===== config.mk =====
export PLATFORM = sky130hd
export DESIGN_NAME = bus_dma_master
export DESIGN_NICKNAME = d
export VERILOG_FILES = /design/src/rtl/bus_dma_master.sv
export SDC_FILE = /design/constraint.sdc
export NUM_CORES = 1
export LEC_CHECK = 0
export CORE_ASPECT_RATIO = 1.25
export CORE_UTILIZATION = 45
export CTS_CLUSTER_DIAMETER = 50
export DETAILED_ROUTE_END_ITERATION = 7
export DONT_BUFFER_PORTS = 1
export MAX_ROUTING_LAYER = met4
export PLACE_DENSITY = 0.71
export SYNTH_ARGS = -nofsm -noshare
export SYNTH_HDL_FRONTEND = slang
export SYNTH_SLANG_ARGS = --single-unit
export TNS_END_PERCENT = 10

===== constraint.sdc =====
create_clock -name clk -period 2.2 [get_ports clk]
set_input_delay 0.44 -clock clk [delete_from_list [all_inputs] [get_ports clk]]
set_output_delay 0.44 -clock clk [all_outputs]
set_load 0.05 [all_outputs]

===== src/rtl/bus_dma_master.sv =====
// Bus-master block copier: requests the shared bus, then moves op_len words
// from op_src to op_dst as RD / RD_WAIT / WR triplets and pulses done.
module bus_dma_master #(
    parameter int ADDR_W = 8,
    parameter int DATA_W = 32
) (
    input  logic              clk,
    input  logic              reset_n,
    input  logic              op_start,
    input  logic [ADDR_W-1:0] op_src,
    input  logic [ADDR_W-1:0] op_dst,
    input  logic [7:0]        op_len,
    input  logic              m_grant,
    input  logic [DATA_W-1:0] m_din,
    output logic              m_req,
    output logic              m_wr,
    output logic [ADDR_W-1:0] m_address,
    output logic [DATA_W-1:0] m_dout,
    output logic              busy,
    output logic              done
);

    typedef enum logic [2:0] {IDLE, REQ, RD, RD_WAIT, WR, DONE} state_t;

    state_t            state;
    logic [ADDR_W-1:0] src_ptr;
    logic [ADDR_W-1:0] dst_ptr;
    logic [7:0]        remain;
    logic [DATA_W-1:0] data_buf;

    assign m_dout = data_buf;

    // Outputs are registered together with the transition that enters each
    // state, so they always match the state they describe.
    always_ff @(posedge clk or negedge reset_n) begin
        if (!reset_n) begin
            state     <= IDLE;
            src_ptr   <= '0;
            dst_ptr   <= '0;
            remain    <= '0;
            data_buf  <= '0;
            m_req     <= 1'b0;
            m_wr      <= 1'b0;
            m_address <= '0;
            busy      <= 1'b0;
            done      <= 1'b0;
        end else begin
            case (state)
                IDLE: begin
                    if (op_start) begin
                        src_ptr <= op_src;
                        dst_ptr <= op_dst;
                        remain  <= op_len;
                        busy    <= 1'b1;
                        if (op_len != 8'd0) begin
                            state <= REQ;
                            m_req <= 1'b1;
                        end else begin
                            state <= DONE;
                            done  <= 1'b1;
                        end
                    end
                end
                REQ: begin
                    if (m_grant) begin
                        state     <= RD;
                        m_address <= src_ptr;
                    end
                end
                RD: begin
                    if (!m_grant) begin
                        state     <= REQ;
                        m_address <= '0;
                    end else begin
                        state <= RD_WAIT;
                    end
                end
                RD_WAIT: begin
                    if (!m_grant) begin
                        state     <= REQ;
                        m_address <= '0;
                    end else begin
                        data_buf  <= m_din;
                        state     <= WR;
                        m_wr      <= 1'b1;
                        m_address <= dst_ptr;
                    end
                end
                WR: begin
                    m_wr <= 1'b0;
                    if (!m_grant) begin
                        // Word not committed: pointers stay, word restarts.
                        state     <= REQ;
                        m_address <= '0;
                    end else begin
                        src_ptr <= src_ptr + 1'b1;
                        dst_ptr <= dst_ptr + 1'b1;
                        remain  <= remain - 8'd1;
                        if (remain != 8'd1) begin
                            state     <= RD;
                            m_address <= src_ptr + 1'b1;
                        end else begin
                            state     <= DONE;
                            m_req     <= 1'b0;
                            done      <= 1'b1;
                            m_address <= '0;
                        end
                    end
                end
                DONE: begin
                    state <= IDLE;
                    done  <= 1'b0;
                    busy  <= 1'b0;
                end
                default: state <= IDLE;
            endcase
        end
    end

endmodule


==> qor.yml <==
yosys:
  ys.warnings.count: 0
  synthTopCellsByCount: "71 x dfrtp_1, 30 x a21oi_1, 28 x mux2_4, 20 x nand2_1, 18 x nor2_1"
  ys_async_sr_fraction_pct: 100
  syn-num-nets: 406
  synth_top_area_share_pct: 47.9
  synth_top_area_cell: "dfrtp_1"
  ys_top_cells_by_area: "dfrtp_1 48%, mux2_4 11%, a21oi_1 4.1%"
  yosysMostFrequentCell: "dfrtp_1"
  synth_edf_count: 0
  syn_area_per_cell_um2: 10.8
  ys_ff_latch: 71
  yosysUniqueCellTypes: 53
  syn_area_mm2: 0.00371
  syn_inst: 342
  ys_seq_area_share_pct: 47.9
  synth-main-ff-cell: "dfrtp_1"
timing:
  relSlewSlack_pct: 56.5
  skew_ps: 5.87
  tns_ps: 0
  finalMaxSlewViolations: 0
  period_share_pct: 88.7
  hold_viol_final: 0
  worst_pin_slew_ps: 653
  min_period_ps: 1950
  rsz0062_at_grt: "no"
  setup_violations: 0
  fmax_mhz: 512
  fin_ws_ps: 248
floorplan:
  dieWidth_um: 83.2
  coreArea_mm2: 0.00788
  dieArea_mm2: 0.00860
  ioPinCount: 104
  start_util_pct: 47.0
  fp.dieH_um: 103
  rows: 36
layout:
  drive_above_1_share_pct: 18.9
  fillers: 682
  layout.nets: 408
  synthToLayoutAreaGrowth_pct: 10.0
  antennaDiodeCount: 0
global_route:
  grt_use_total_pct: 21.0
  antenna_found_initial: 0
  grt_start_max_net_pins: 72
  grt_overflow: 0
  grt_pass1_wl_um: 13600
  grt_pass1_vias: 2706
worst_setup_path:
  crit_type: "reg -> reg"
  crit_path_start_kind: "register"
  worstPathRequired_ps: 2470
  r2r_cells: 6
  crit_arrival_ps: 2220
  crit_fanout: 19
  critPathCaptureType: "register"
power_and_ir_drop:
  pwr_density_cell_mw_per_mm2: 1770
  peakVddDrop_v: 0.000947
  leakagePower_nw: 1.81
place:
  place_hpwl_um: 5720
  dp_slack_ps: 292
  gp_congestion: 0.841
  port_buffers: 0
detailed_routing:
  wire_per_inst_um: 18.6
  initialDrtViolationCount: 101
  routed_via_density: 6.15
  num_vias: 2732
  postRouteWirelength_um: 8270
  drc: 0
  firstDrtPassIters: 4
  postRouteAntennaNets: 0
cts:
  cts_buffers: 9
  clock_path_buffers: 2
  cts.clk_slew.worst_paths_ps: 80
  cts_tree: "yes"
  cts_root_buf: "clkbuf_8"
  cts.htree.levels: 3
  post-cts-setup-buffers: 0
  cts.sinks: 71
  cts_resized: 0
  clk_latency_ps: 350
min_path:
  whs_path_depth: 1
  hold_path_class: "in -> reg"
status:
  outcome: "completed"
flow_run:
  cap_violations: 0
==> what timing repair did <==
| item | 4_1_cts | 5_1_grt |
|---|---|---|
| hold endpoints to repair | 71 | 0 |
| hold buffers | 2 | 0 |
| endpoints found under the setup margin | 0 | 0 |
==> metal layers <==
layer,share of wire (%),global-route usage [%],up-vias
met5,0,-,-
met4,2.1,10.9,0
met3,7.8,4.52,15
met2,47,32.2,135
met1,43,26.4,1307
li1,-,-,1275
==> through the flow <==
stage	instances	util (%)	cell area, um2	hold WS (ps)	power [mW]
6_report	444	51.7	4080	234	7.20
5_1_grt	444	51.7	4080	211	7.61
4_1_cts	444	51.7	4080	217	7.22
3_5_place_dp	426	48.3	3800	146	5.93
3_3_place_gp	426	48.3	3800	146	5.89
2_1_floorplan	342	-	3710	144	5.44
==> sequential cells by signal, summed over array words and instances, names as in the netlist <==
register   flops
busy           1
done           1
dst_ptr        8
m_address      8
m_dout        32
m_req          1
m_wr           1
remain         8
src_ptr        8
state          3
==> path summary, 6_finish.rpt <==
check	startpoint	endpoint	slack (ps)
setup reg to reg	state[0]$_DFFE_PN0P_	dst_ptr[6]$_DFFE_PN0P_	250
hold reg to reg	remain[7]$_DFFE_PN0P_	remain[7]$_DFFE_PN0P_	530
min in group asynchronous	reset_n	m_dout[7]$_DFFE_PN0P_	630
max in group asynchronous	reset_n	busy$_DFFE_PN0P_	1280
hold / removal	m_din[1]	m_dout[1]$_DFFE_PN0P_	230
setup / recovery	state[0]$_DFFE_PN0P_	dst_ptr[6]$_DFFE_PN0P_	250
==> layout by cell type, fill, tap and decap left out, types with 4 or more instances in the layout <==
cell type,instances
mux2_1,4
buf_4,10
xnor2_1,5
nand3_1,13
inv_1,8
and3_1,6
nor4_1,4
o22ai_1,10
a31oi_1,8
nor2_1,18
o2bb2ai_1,4
nand2_1,20
a2bb2oi_1,4
mux2_4,28
o31ai_1,4
o21ai_0,17
ha_1,4
mux2i_1,5
nor3_1,9
nand2b_1,4
clkbuf_8,9
dfrtp_1,71
a21oi_1,30
==> kinds of logic (layout without fill, tap and decap cells) <==
| family | after synthesis | count (layout) | synth area share, % |
|---|---|---|---|
| AOI/OAI and AO/OA | 103 | 103 | 18.0 |
| buffers and inverters | 31 | 38 | 4.49 |
| xor gates and xnor gates | 7 | 7 | 1.65 |
| DFF | 71 | 71 | 47.9 |
| muxes | 38 | 38 | 14.2 |
| and+or+nand+nor | 88 | 88 | 12.3 |
| adders and majority gates | 4 | 4 | 1.35 |
==> report_power, final <==
part           total, mW  switching, mW  internal (mW)
sequential          3.91           2.01           1.90
combinational       2.04          0.921           1.12
clock               1.24          0.492          0.752
==> worst max-delay path: stages, from the launching register on <==
cell and delay [ps]:
dfrtp_1 490, buf_4 210, nor2_1 130, and2_1 570
buf_4 270, a21oi_1 80, a21oi_1 130
==> area by class of cell <==
class                      count  area [um2]  share of cell area (%)
multi-input combinational    240        1760                    43.2
inverter                       8        30.0                   0.736
sequential                    71        1780                    43.6
clock inverter                 6         109                    2.67
clock buffer                  10         128                    3.13
timing repair buffer          14         153                    3.74
tap                           95         119                    2.92
No activity file was read; power rests on OpenSTA's default activity.
